[src/rtl/alu_pkg.sv]
// Shared opcodes, flag bit positions and FSM encoding for the multi-cycle ALU.
package alu_pkg;

  localparam logic [3:0] OP_ADD  = 4'h0;
  localparam logic [3:0] OP_SUB  = 4'h1;
  localparam logic [3:0] OP_INC  = 4'h2;
  localparam logic [3:0] OP_DEC  = 4'h3;
  localparam logic [3:0] OP_AND  = 4'h4;
  localparam logic [3:0] OP_OR   = 4'h5;
  localparam logic [3:0] OP_XOR  = 4'h6;
  localparam logic [3:0] OP_NOT  = 4'h7;
  localparam logic [3:0] OP_CMP  = 4'h8;
  localparam logic [3:0] OP_SHL  = 4'h9;
  localparam logic [3:0] OP_SHR  = 4'hA;
  localparam logic [3:0] OP_SAR  = 4'hB;
  localparam logic [3:0] OP_MUL  = 4'hC;
  localparam logic [3:0] OP_DIVU = 4'hD;
  localparam logic [3:0] OP_REMU = 4'hE;
  localparam logic [3:0] OP_RSVD = 4'hF;

  localparam int FLAG_N = 3;
  localparam int FLAG_Z = 2;
  localparam int FLAG_V = 1;
  localparam int FLAG_C = 0;

  typedef enum logic [1:0] {
    ST_IDLE = 2'd0,
    ST_EXEC = 2'd1,
    ST_DONE = 2'd2
  } state_t;

  // Operations that run through the shift-add / restoring datapath.
  function automatic logic is_iterative(input logic [3:0] op);
    return (op == OP_MUL) || (op == OP_DIVU) || (op == OP_REMU);
  endfunction

endpackage

[src/rtl/alu_muldiv_iter.sv]
// One-bit-per-step unsigned shift-add multiplier and restoring divider.
// The hi/lo register pair holds {product_hi, product_lo} when multiplying and
// {remainder, quotient} when dividing; the caller issues exactly WIDTH steps.
// A zero divisor needs no special case: every trial subtract succeeds, so the
// quotient fills with ones and the dividend bits shift into the remainder.
module alu_muldiv_iter #(
  parameter int WIDTH = 16
) (
  input  logic             clk,
  input  logic             rst,
  input  logic             load,
  input  logic             step,
  input  logic             div_mode,
  input  logic [WIDTH-1:0] a,
  input  logic [WIDTH-1:0] b,
  output logic [WIDTH-1:0] product_hi,
  output logic [WIDTH-1:0] product_lo,
  output logic [WIDTH-1:0] quotient,
  output logic [WIDTH-1:0] remainder
);

  logic [WIDTH-1:0] hi, lo, b_q;
  logic             div_q;
  logic [WIDTH-1:0] hi_nxt, lo_nxt;
  logic [WIDTH:0]   add_sum, shifted, trial;

  // Next value of the hi/lo pair for one multiply or divide iteration.
  always_comb begin
    add_sum = {1'b0, hi} + (lo[0] ? {1'b0, b_q} : {(WIDTH+1){1'b0}});
    shifted = {hi, lo[WIDTH-1]};
    trial   = shifted - {1'b0, b_q};
    hi_nxt  = hi;
    lo_nxt  = lo;
    if (div_q) begin
      if (!trial[WIDTH]) begin
        hi_nxt = trial[WIDTH-1:0];
        lo_nxt = {lo[WIDTH-2:0], 1'b1};
      end else begin
        hi_nxt = shifted[WIDTH-1:0];
        lo_nxt = {lo[WIDTH-2:0], 1'b0};
      end
    end else begin
      hi_nxt = add_sum[WIDTH:1];
      lo_nxt = {add_sum[0], lo[WIDTH-1:1]};
    end
  end

  // Operand capture on load, one iteration per step.
  always_ff @(posedge clk) begin
    if (rst) begin
      hi    <= '0;
      lo    <= '0;
      b_q   <= '0;
      div_q <= 1'b0;
    end else if (load) begin
      hi    <= '0;
      lo    <= a;
      b_q   <= b;
      div_q <= div_mode;
    end else if (step) begin
      hi <= hi_nxt;
      lo <= lo_nxt;
    end
  end

  assign product_hi = hi;
  assign product_lo = lo;
  assign quotient   = lo;
  assign remainder  = hi;

endmodule

[src/rtl/alu_mc.sv]
// Registered multi-cycle ALU with start/busy/done handshake.
//
//   state   | meaning
//   --------+--------------------------------------------------------------
//   ST_IDLE | waiting for start
//   ST_EXEC | operation in flight (busy=1); single-cycle ops spend one cycle
//           | here, iterative ops WIDTH steps plus one result-capture cycle
//   ST_DONE | done=1 for one cycle, busy=0, a new start is accepted here
module alu_mc
  import alu_pkg::*;
#(
  parameter int WIDTH = 16
) (
  input  logic             clk,
  input  logic             rst,
  input  logic             start,
  input  logic [3:0]       op_in,
  input  logic [WIDTH-1:0] s1_in,
  input  logic [WIDTH-1:0] s2_in,
  output logic             busy,
  output logic             done,
  output logic [WIDTH-1:0] result_out,
  output logic [3:0]       flags
);

  localparam int SHW = $clog2(WIDTH);
  localparam int MSB = WIDTH - 1;
  localparam logic [SHW:0] CNT_LAST = (SHW+1)'(WIDTH);

  state_t           state;
  logic [3:0]       op_q;
  logic [WIDTH-1:0] a_q, b_q;
  logic [SHW:0]     count;
  logic             iter_q;

  logic             accept, step, finish;
  logic [WIDTH-1:0] prod_hi, prod_lo, quot, rem;
  logic [WIDTH-1:0] res_c;
  logic [3:0]       flags_c;
  logic             c_c, v_c;
  logic [WIDTH:0]   sum, sh;
  logic [SHW-1:0]   amt;

  assign accept = start && (state != ST_EXEC);
  assign step   = (state == ST_EXEC) && iter_q && (count != CNT_LAST);
  assign finish = (state == ST_EXEC) && (!iter_q || (count == CNT_LAST));

  alu_muldiv_iter #(.WIDTH(WIDTH)) u_iter (
    .clk        (clk),
    .rst        (rst),
    .load       (accept),
    .step       (step),
    .div_mode   ((op_in == OP_DIVU) || (op_in == OP_REMU)),
    .a          (s1_in),
    .b          (s2_in),
    .product_hi (prod_hi),
    .product_lo (prod_lo),
    .quotient   (quot),
    .remainder  (rem)
  );

  // Result and flag values for the latched opcode; captured only on finish.
  always_comb begin
    res_c = '0;
    c_c   = 1'b0;
    v_c   = 1'b0;
    sum   = '0;
    sh    = '0;
    amt   = b_q[SHW-1:0];
    case (op_q)
      OP_ADD: begin
        sum   = {1'b0, a_q} + {1'b0, b_q};
        res_c = sum[MSB:0];
        c_c   = sum[WIDTH];
        v_c   = (a_q[MSB] == b_q[MSB]) && (sum[MSB] != a_q[MSB]);
      end
      OP_SUB, OP_CMP: begin
        sum   = {1'b0, a_q} - {1'b0, b_q};
        res_c = sum[MSB:0];
        c_c   = sum[WIDTH];
        v_c   = (a_q[MSB] != b_q[MSB]) && (sum[MSB] != a_q[MSB]);
      end
      OP_INC: begin
        sum   = {1'b0, a_q} + {{WIDTH{1'b0}}, 1'b1};
        res_c = sum[MSB:0];
        c_c   = sum[WIDTH];
        v_c   = (a_q == {1'b0, {MSB{1'b1}}});
      end
      OP_DEC: begin
        sum   = {1'b0, a_q} - {{WIDTH{1'b0}}, 1'b1};
        res_c = sum[MSB:0];
        c_c   = sum[WIDTH];
        v_c   = (a_q == {1'b1, {MSB{1'b0}}});
      end
      OP_AND: res_c = a_q & b_q;
      OP_OR:  res_c = a_q | b_q;
      OP_XOR: res_c = a_q ^ b_q;
      OP_NOT: res_c = ~a_q;
      // Extra bit beyond the operand catches the last bit shifted out.
      OP_SHL: begin
        sh    = {1'b0, a_q} << amt;
        res_c = sh[MSB:0];
        c_c   = sh[WIDTH];
      end
      OP_SHR: begin
        sh    = {a_q, 1'b0} >> amt;
        res_c = sh[WIDTH:1];
        c_c   = sh[0];
      end
      OP_SAR: begin
        sh    = $signed({a_q, 1'b0}) >>> amt;
        res_c = sh[WIDTH:1];
        c_c   = sh[0];
      end
      OP_MUL: begin
        res_c = prod_lo;
        c_c   = |prod_hi;
      end
      OP_DIVU: begin
        res_c = quot;
        v_c   = (b_q == '0);
      end
      OP_REMU: begin
        res_c = rem;
        v_c   = (b_q == '0);
      end
      default: res_c = '0;
    endcase
    flags_c         = '0;
    flags_c[FLAG_N] = res_c[MSB];
    flags_c[FLAG_Z] = (res_c == '0);
    flags_c[FLAG_V] = v_c;
    flags_c[FLAG_C] = c_c;
  end

  // Control FSM with registered handshake, result and flags.
  always_ff @(posedge clk) begin
    if (rst) begin
      state      <= ST_IDLE;
      busy       <= 1'b0;
      done       <= 1'b0;
      result_out <= '0;
      flags      <= '0;
      op_q       <= OP_ADD;
      a_q        <= '0;
      b_q        <= '0;
      count      <= '0;
      iter_q     <= 1'b0;
    end else begin
      done <= 1'b0;
      case (state)
        ST_IDLE, ST_DONE: begin
          if (start) begin
            op_q   <= op_in;
            a_q    <= s1_in;
            b_q    <= s2_in;
            iter_q <= is_iterative(op_in);
            count  <= '0;
            busy   <= 1'b1;
            state  <= ST_EXEC;
          end else begin
            state <= ST_IDLE;
          end
        end
        ST_EXEC: begin
          if (finish) begin
            result_out <= res_c;
            flags      <= flags_c;
            done       <= 1'b1;
            busy       <= 1'b0;
            state      <= ST_DONE;
          end else begin
            count <= count + 1'b1;
          end
        end
        default: state <= ST_IDLE;
      endcase
    end
  end

endmodule

[config.mk]
export PLATFORM = sky130hd
export DESIGN_NAME = alu_mc
export DESIGN_NICKNAME = d
export VERILOG_FILES = /design/src/rtl/alu_pkg.sv /design/src/rtl/alu_muldiv_iter.sv /design/src/rtl/alu_mc.sv
export SDC_FILE = /design/constraint.sdc
export NUM_CORES = 1
export LEC_CHECK = 0
export CAP_MARGIN = 0
export CORE_MARGIN = 2
export CORE_UTILIZATION = 45
export CTS_BUF_LIST = sky130_fd_sc_hd__clkbuf_4 sky130_fd_sc_hd__clkbuf_8
export DETAILED_ROUTE_END_ITERATION = 8
export PLACE_DENSITY = 0.69
export SLEW_MARGIN = 40
export SYNTH_ARGS = -nofsm -noshare
export SYNTH_HDL_FRONTEND = slang
export SYNTH_SLANG_ARGS = --single-unit
[constraint.sdc]
create_clock -name clk -period 9.26 [get_ports clk]
set_input_delay 1.852 -clock clk [delete_from_list [all_inputs] [get_ports clk]]
set_output_delay 1.852 -clock clk [all_outputs]
set_load 0.01 [all_outputs]
# After elaboration in Yosys (flattened, before gate mapping)
# Cells that the tools add are included.
dict set report totals {
  reg_bits 115
  inputBits 39
  output_inout_bits 22
}
dict set report op_classes {
  addsub 7
  n_eq_ne 31
  shifts 3
  mux 20
  bitwise 5
  reduce_logical 28
}
# cell count
set op_table {}
lappend op_table {{$pmux W16 S13} 1}
lappend op_table {{$mux W16} 6}
lappend op_table {{$eq A4 B4 Y1 const B} 10}
lappend op_table {{$logic_not A16 Y1} 2}
lappend op_table {{$add A16 B1 Y17 const B} 1}
lappend op_table {{$add A16 B16 Y17} 1}
lappend op_table {{$add A16 B17 Y17} 1}
lappend op_table {{$shl A16 B4 Y17} 1}
lappend op_table {{$shr A17 B4 Y17} 1}
lappend op_table {{$sshr A17 B4 Y17} 1}
lappend op_table {{$sub A16 B1 Y17 const B} 1}
lappend op_table {{$sub A16 B16 Y17} 1}
lappend op_table {{$sub A17 B16 Y17} 1}
lappend op_table {{$and A16 B16 Y16} 1}
lappend op_table {{$eq A16 B15 Y1 const B} 1}
lappend op_table {{$eq A16 B16 Y1 const B} 1}
lappend op_table {{$eq A4 B3 Y1 const B} 4}
lappend op_table {{$not A16 Y16} 1}
lappend op_table {{$or A16 B16 Y16} 1}
lappend op_table {{$reduce_or A16 Y1} 1}
lappend op_table {{$xor A16 B16 Y16} 1}
lappend op_table {{$reduce_or A2 Y1} 6}
lappend op_table {{$mux W5} 2}
lappend op_table {{$pmux W5 S2} 1}
lappend op_table {{26 further kinds} 46}

# Longest topological paths before layout
# Gate-level depths: netlist of run 1.
dict set report logic_depth {
  ltp_word 5
  mapped_depth 14
  ltp_nobuf 13
}

# By module
# Synthesis of run 1 repeated with hierarchy kept, for this count alone.
dict set report hier_totals {
  hier_cells 1674
  area_unflattened_um2 12567.1
}
# mod instances cells_per_inst area_per_inst_um2 seq_area_each_um2
set modules_own_cells {}
lappend modules_own_cells {alu_mc 1 1156 8424.3 1301.2}
lappend modules_own_cells {alu_muldiv_iter 1 518 4142.7 980.9}

# Worst setup path before layout of run 1
# OpenSTA, ideal clock, no wires.
dict set report synth_path {
  path_kind {register to register}
  start {register a_q[2]}
  end {register result_out[13]}
  setup_ns 0.115
  arrival_time_ns 3.411
  required_ns 9.145
  slack_ns 5.735
  stages_incl_launch_ff 15
  n_path_buf 3
  period_less_slack_ns 3.525
  path_cell_list {dfxtp_1 -> clkbuf_1 -> clkbuf_1 -> inv_1 -> ha_1 -> clkbuf_1 -> nor3_1 -> a221o_1 -> o211a_1 -> o21a_1 -> or3_1 -> a221o_1 -> o21ai_0 -> o2111ai_1 -> o21a_1}
}
dict set report synth_between {
  elab_chain_len 2
}
# item line
set synth_rtl {}
lappend synth_rtl {{from (decl)} alu_mc.sv:32} ;# logic [WIDTH-1:0] a_q, b_q;
lappend synth_rtl {{from (signal assigned)} alu_mc.sv:155} ;# a_q <= s1_in;
lappend synth_rtl {{$sub A16 B1 Y17, or another cell as far along} alu_mc.sv:90} ;# sum = {1'b0, a_q} - {{WIDTH{1'b0}}, 1'b1};
lappend synth_rtl {{$pmux W16 S13 (*)} alu_mc.sv:70} ;# case (op_q)
lappend synth_rtl {{to (signal assigned)} alu_mc.sv:167} ;# result_out <= res_c;
lappend synth_rtl {{to (decl)} alu_mc.sv:22} ;# output logic [WIDTH-1:0] result_out,
# Every way passes the cells marked *; elsewhere a longest branch is shown, timed or not.
# A chain may end at the register's enable or synchronous reset.

# Worst setup path in the final report of run 1
dict set report layout_path {
  start {register b_q[2]}
  end {register flags[2]}
}
dict set report layout_between {
  elab_chain_len 3
}
# item line
set layout_rtl {}
lappend layout_rtl {{from (decl)} alu_mc.sv:32}
lappend layout_rtl {{from (signal assigned)} alu_mc.sv:156} ;# b_q <= s2_in;
lappend layout_rtl {{$sub A16 B16 Y17, or another cell as far along} alu_mc.sv:78} ;# sum = {1'b0, a_q} - {1'b0, b_q};
lappend layout_rtl {{$pmux W16 S13 (*)} alu_mc.sv:70}
lappend layout_rtl {{$logic_not A16 Y1 (*)} alu_mc.sv:131} ;# flags_c[FLAG_Z] = (res_c == '0);
lappend layout_rtl {{to (signal assigned)} alu_mc.sv:168} ;# flags <= flags_c;
lappend layout_rtl {{to (decl)} alu_mc.sv:23} ;# output logic [3:0] flags
# Marks and branches as above.

==> results_dict.tcl, run 1 <==
set metrics [dict create \
    synth_area_leader_cell "dfxtp_1" \
    final_area_um2 13040 \
    synth_common_cells "159 x nand2_1, 140 x nor2_1, 114 x dfxtp_1, 99 x a21oi_1, 95 x o21ai_0" \
    start_util_pct 45.81 \
    rsz0062_at_grt "false" \
    drtPass1Iterations 6 \
    root_buffer "clkbuf_8" \
    wl_per_cell_um 24.14 \
    reg2regPathDepth 12 \
    ctsHoldBuffers 0 \
    dp_slack_ns 5.140 \
    worst-r2r-setup-slack_ns 4.98 \
    cts_buffers 17 \
    period_share_pct 46.21 \
    peakVddDrop_mv 0.08891 \
    netlist.area_leader.share_pct 19.12 \
    endpoint_kind "register" \
    cts_setup_buffers 0 \
    crit_end "flags[2]$_SDFFE_PP0P_" \
    cts.sinks 114 \
    timing.rr.end "flags[2]$_SDFFE_PP0P_" \
    critPathMaxFanout 42 \
    ant_nets 0 \
    power_density_nw_per_um2 121.7 \
    setup_viol 0 \
    antenna_found_initial 0 \
    seq_area_frac_synth_pct 19.12 \
    start_kind "register" \
    multi_input_area_um2 8795 \
    crit_start "b_q[2]$_SDFFE_PP0P_" \
    synth_flop_cell "dfxtp_1" \
    max_freq_mhz 233.7 \
    grt_max_degree 58 \
    row_count 59 \
    grt_pass1_wl_um 71080 \
    power.leakage_nw 4.950 \
    path_clk_slew_ns 0.08 \
    skew_ns 0.02246 \
    die_x_um 166.9 \
    finalMaxSlewViolations 0 \
    hold_viol 0 \
    drtIter0Drc 1477 \
    gr-total-overflow 0 \
    worst_slew_pin_slew_ns 0.8804 \
    core_um2 26060 \
    slew_headroom_pct 41.22 \
    yosysMostFrequentCell "nand2_1" \
    post-route-worst-setup-slack_ns 4.981 \
    antenna_cells 0 \
    syn_nets 1704 \
    nets 1689 \
    fin_tns_setup_ns 0 \
    hold_class "register to register" \
    syn_inst 1574 \
    ys_seq_elements 114 \
    post_cts_resized 0 \
    ios 61 \
    clkLatencyLatePin_ns 0.47 \
    yosysWarnings 0 \
    wl_um 46030 \
    io_buffers 60 \
    grt_usage_pct 32.57 \
    synthTopCellsByArea "dfxtp_1 19%, ha_1 9.1%, mux4_2 5.3%" \
    critPathRequiredTime_ns 9.64 \
    dr_total_vias 12700 \
    cp.arrival_ns 4.65 \
    grt_pass1_vias 11950 \
    die_h_um 166.9 \
    synth.distinct_cells 90 \
    dpl_cell_area_um2 12660 \
    synthArstFlopShare_pct 0 \
    cap_violations 0 \
    synth.avg_cell_area_um2 7.584 \
    fill_cells 2588 \
    period_needed_ns 4.279 \
    syn-cell-area_um2 11940 \
    hpwl_um 33890 \
    status "completed" \
    area_delta_synth_final_pct 9.214 \
    crit_type "register to register" \
    h-tree-depth 4 \
    routabilityCongestion 1.018 \
    dieArea_um2 27840 \
    timing.rr.start "b_q[2]$_SDFFE_PP0P_" \
    cts_max_path_buffers 2 \
    seq_area_um2 2291 \
    drc 0 \
    drive_above_1_share_pct 9.033 \
    synth_edf_count 0 \
    cts_tree "built" \
    vias_per_cell 6.660 \
]
-- cell type report --
cell class / count / share of cell area [%]
Sequential cell: 114 / 17.57
Clock buffer: 18 / 1.900
Timing Repair Buffer: 88 / 6.181
Clock inverter: 14 / 0.9886
Tap cell: 335 / 3.215
Inverter: 93 / 2.678
Multi-Input combinational cell: 1245 / 67.46
-- per-stage QoR --
stage	cells	utilization [%]	hold slack [ns]	total power [mW]
2_1_floorplan	1574	-	0.4447	0.9319
3_3_place_gp	1875	48.53	0.4382	1.109
3_5_place_dp	1875	48.58	0.4463	1.112
4_1_cts	1907	50.02	0.4710	1.576
5_1_grt	1907	50.03	0.5016	1.661
6_report	1907	50.03	0.4659	1.586
-- cell families (layout without fill, tap and decap cells) --
group,after synthesis,after routing,share of synthesized area [%]
xor gates and xnor gates,40,40,2.935
and+or+nand+nor,548,548,22.66
buffers and inverters,215,213,7.421
AOI/OAI and AO/OA,475,475,27.36
DFF,114,114,19.12
adders and majority gates,91,91,9.790
muxes,91,91,10.71
-- where the power goes --
part	internal, mW	total (mW)	switching (mW)
combinational	0.214	0.561	0.346
clock	0.222	0.469	0.247
sequential	0.516	0.557	0.0406
total	0.952	1.59	0.634
-- critical path, cell delays in order (launching register included) --
cell and delay [ns]:
dfxtp_1 0.31, buf_4 0.39, inv_1 0.49, ha_1 0.60
nor2_1 0.09, nor3b_1 0.52, o21a_1 0.31, o221ai_1 0.14
a211oi_1 0.51, o2111ai_1 0.25, nor4_1 0.23, nand4_1 0.14
o31ai_2 0.18
-- flip-flops by register name (all words and copies together) (netlist names), 3 cells and up --
name	cells
a_q	16
b_q	16
result_out	16
u_iter.b_q	16
u_iter.product_hi	16
u_iter.product_lo	16
count	5
op_q	4
flags	3
-- worst min-delay path by stage --
stage                                 from                     endpoint  cells past startpoint
6_report                 busy$_SDFFE_PP0P_            busy$_SDFFE_PP0P_                      1
3_3_place_gp             busy$_SDFFE_PP0P_            busy$_SDFFE_PP0P_                      1
2_1_floorplan  u_iter.b_q[10]$_SDFFE_PP0P_  u_iter.b_q[10]$_SDFFE_PP0P_                      2
4_1_cts                  busy$_SDFFE_PP0P_            busy$_SDFFE_PP0P_                      1
5_1_grt                  busy$_SDFFE_PP0P_            busy$_SDFFE_PP0P_                      1
3_5_place_dp             busy$_SDFFE_PP0P_            busy$_SDFFE_PP0P_                      1
-- layout by cell type, fill, tap and decap left out, drive strengths merged, types with 23 or more instances in the layout --
cell and instances:
nand2 159, nor2 140, dfxtp 114, a21oi 99, o21ai 98, inv 95
ha 87, clkdlybuf4s50 59, mux2i 49, nor3 46, nand3 34, a31oi 32
a211oi 32, buf 29, mux4 28, xnor2 26, a221oi 23
-- layer usage --
metal | global-route usage [%] | vias up | share of wire, %
met1 | 43.42 | 6068 | 41
met4 | 15.25 | 0 | 4.8
met3 | 5.656 | 129 | 8.7
met2 | 51.21 | 694 | 45
li1 | - | 5810 | -
met5 | 0 | - | 0
No activity file was read; power rests on OpenSTA's default activity.
==> run 2: changes to the inputs <==
- clock period: 9.26 -> 4.1 ns (I/O delays scaled with it)
==> run 2 against run 1 <==
Effect of this change:
- sequential power grew 120%
- sequential share of layout area shrank 0.53 points
- first-iteration DRC count grew 4.3%
- die area is the same
- final cell count grew 2.5%
- clock power grew 130%
- register-to-register slack lost 4.5 ns
- clock skew shrank 0.0022 ns
- total power grew 130%
- global-route usage grew 1.4 points
- highest routed layer unchanged
==> results_dict.tcl, run 2 (synthesis results as in run 1) <==
set metrics [dict create \
    power_mw 3.675 \
    drive_above_1_share_pct 11.43 \
    antenna_found_initial 0 \
    hpwl_um 36700 \
    grt_pass1_vias 12090 \
    ant_nets 0 \
    switching_share_pct 39.54 \
    die_x_um 166.9 \
    cts_tree "built" \
    dieArea_um2 27840 \
    slew_headroom_pct 41.34 \
    final_util_pct 51.50 \
    setup_viol 0 \
    timing.rr.end "flags[2]$_SDFFE_PP0P_" \
    finalMaxSlewViolations 0 \
    critPathMaxFanout 13 \
    rsz0062_at_grt "false" \
    h-tree-depth 4 \
    dpl_cell_area_um2 13040 \
    dr_total_vias 13150 \
    cap_violations 0 \
    clkPwrFrac_pct 29.5 \
    crit_end "flags[2]$_SDFFE_PP0P_" \
    worst-r2r-setup-slack_ns 0.44 \
    io_buffers 60 \
    skew_ns 0.02026 \
    endpoint_kind "register" \
    cts_max_path_buffers 2 \
    timing.rr.start "a_q[0]$_SDFFE_PP0P_" \
    period_needed_ns 3.656 \
    drtPass1Iterations 7 \
    cellInternalPower_mw 2.222 \
    core_um2 26060 \
    power_frac_comb_pct 36.7 \
    cts.sinks 114 \
    root_buffer "clkbuf_8" \
    cts_setup_buffers 0 \
    netSwitchingPower_mw 1.453 \
    power_frac_seq_pct 33.8 \
    critPathRequiredTime_ns 4.48 \
    post_cts_resized 0 \
    antenna_cells 0 \
    multi_input_area_um2 8787 \
    hold_class "register to register" \
    post-place-cells 1922 \
    reg2regPathDepth 13 \
    worst_slew_pin_slew_ns 0.8689 \
    grt_max_degree 57 \
    ctsHoldBuffers 0 \
    drc 0 \
    cts_buffers 17 \
    mostFrequentLayoutCells "159 x nand2_1, 139 x nor2_1, 110 x dfxtp_1" \
    final_common_cell "nand2_1" \
    drtIter0Drc 1541 \
    fin_tns_setup_ns 0 \
    ios 61 \
    routabilityCongestion 1.002 \
    status "completed" \
    cp.arrival_ns 4.03 \
    crit_type "register to register" \
    grt_usage_pct 33.99 \
    row_count 59 \
    period_share_pct 89.17 \
    fill_cells 2593 \
    peakVddDrop_mv 0.1759 \
    power_density_nw_per_um2 273.8 \
    max_freq_mhz 273.5 \
    hold_viol 0 \
    die_h_um 166.9 \
    grt_pass1_wl_um 73920 \
    area_delta_synth_final_pct 12.43 \
    vias_per_cell 6.728 \
    clkLatencyLatePin_ns 0.47 \
    start_kind "register" \
    wl_um 48650 \
    path_clk_slew_ns 0.09 \
    wl_per_cell_um 24.90 \
    crit_start "a_q[0]$_SDFFE_PP0P_" \
    layout.cells.non_filler 1954 \
    power.leakage_nw 5.181 \
    nets 1736 \
    final_area_um2 13420 \
    seq_area_um2 2287 \
    start_util_pct 45.81 \
    gr-total-overflow 0 \
]
run 2: cell count changes in the layout (fill, tap and decap cells not counted), moves of 2 or more:
cell	change
nor2_1	+2
inv_6	-2
buf_12	+3
clkbuf_4	+2
nor2_2	-2
buf_4	+44
run 2: worst max-delay path, cell delays in order, from the launching register on:
cell      delay [ns]
dfxtp_1         0.58
inv_1           0.12
ha_1            0.23
inv_1           0.07
fa_1            0.21
nand2b_1        0.09
a211oi_1        0.41
o31ai_1         0.15
a221o_1         0.38
a211oi_1        0.34
nand4b_1        0.16
nor4_1          0.45
nand4_1         0.17
o31ai_2         0.19
run 2: layout make-up:
| class | count | share of cell area (%) |
|---|---|---|
| Timing Repair Buffer | 135 | 8.913 |
| Clock buffer | 21 | 2.060 |
| Inverter | 93 | 2.601 |
| Multi-Input combinational cell | 1245 | 65.48 |
| Sequential cell | 114 | 17.04 |
| Clock inverter | 11 | 0.7831 |
| Tap cell | 335 | 3.123 |
run 2: power by group through the flow:
| stage | logic [mW] | clock network, mW | registers [mW] |
|---|---|---|---|
| floorplan | 0.864 | 0 | 1.24 |
| global placement | 1.30 | 0 | 1.26 |
| detailed placement | 1.30 | 0 | 1.26 |
| CTS | 1.31 | 1.09 | 1.24 |
| global route | 1.43 | 1.13 | 1.25 |
| finish | 1.35 | 1.09 | 1.24 |
run 2: stage by stage:
| step | hold slack [ns] | worst slack (ns) |
|---|---|---|
| 5_1_grt | 0.4749 | 0.2772 |
| 2_1_floorplan | 0.4447 | 0.5748 |
| 6_report | 0.4640 | 0.4439 |
| 3_3_place_gp | 0.4360 | 0.6604 |
| 3_5_place_dp | 0.4468 | 0.5601 |
| 4_1_cts | 0.4596 | 0.5437 |
run 2: layer usage:
layer / vias up / share of wire, % / track usage [%]
li1: 5911 / - / -
met1: 6326 / 41 / 45.48
met2: 771 / 45 / 53.53
met3: 139 / 9.1 / 5.870
met4: 0 / 4.9 / 15.52
met5: - / 0 / 0
run 2: worst min-delay path by stage:
stage | slack (ns) | cells after the start | end | start
2_1_floorplan | 0.44 | 2 | u_iter.b_q[10]$_SDFFE_PP0P_ | u_iter.b_q[10]$_SDFFE_PP0P_
3_3_place_gp | 0.44 | 1 | busy$_SDFFE_PP0P_ | busy$_SDFFE_PP0P_
3_5_place_dp | 0.45 | 1 | busy$_SDFFE_PP0P_ | busy$_SDFFE_PP0P_
4_1_cts | 0.46 | 1 | busy$_SDFFE_PP0P_ | busy$_SDFFE_PP0P_
5_1_grt | 0.47 | 1 | busy$_SDFFE_PP0P_ | busy$_SDFFE_PP0P_
6_report | 0.46 | 1 | busy$_SDFFE_PP0P_ | busy$_SDFFE_PP0P_
==> run 3: changes to the inputs <==
- HOLD_SLACK_MARGIN: not set -> 0.05
==> results of run 3 <==
Same layout as run 2: the final DEF is identical, and so are final timing and power.
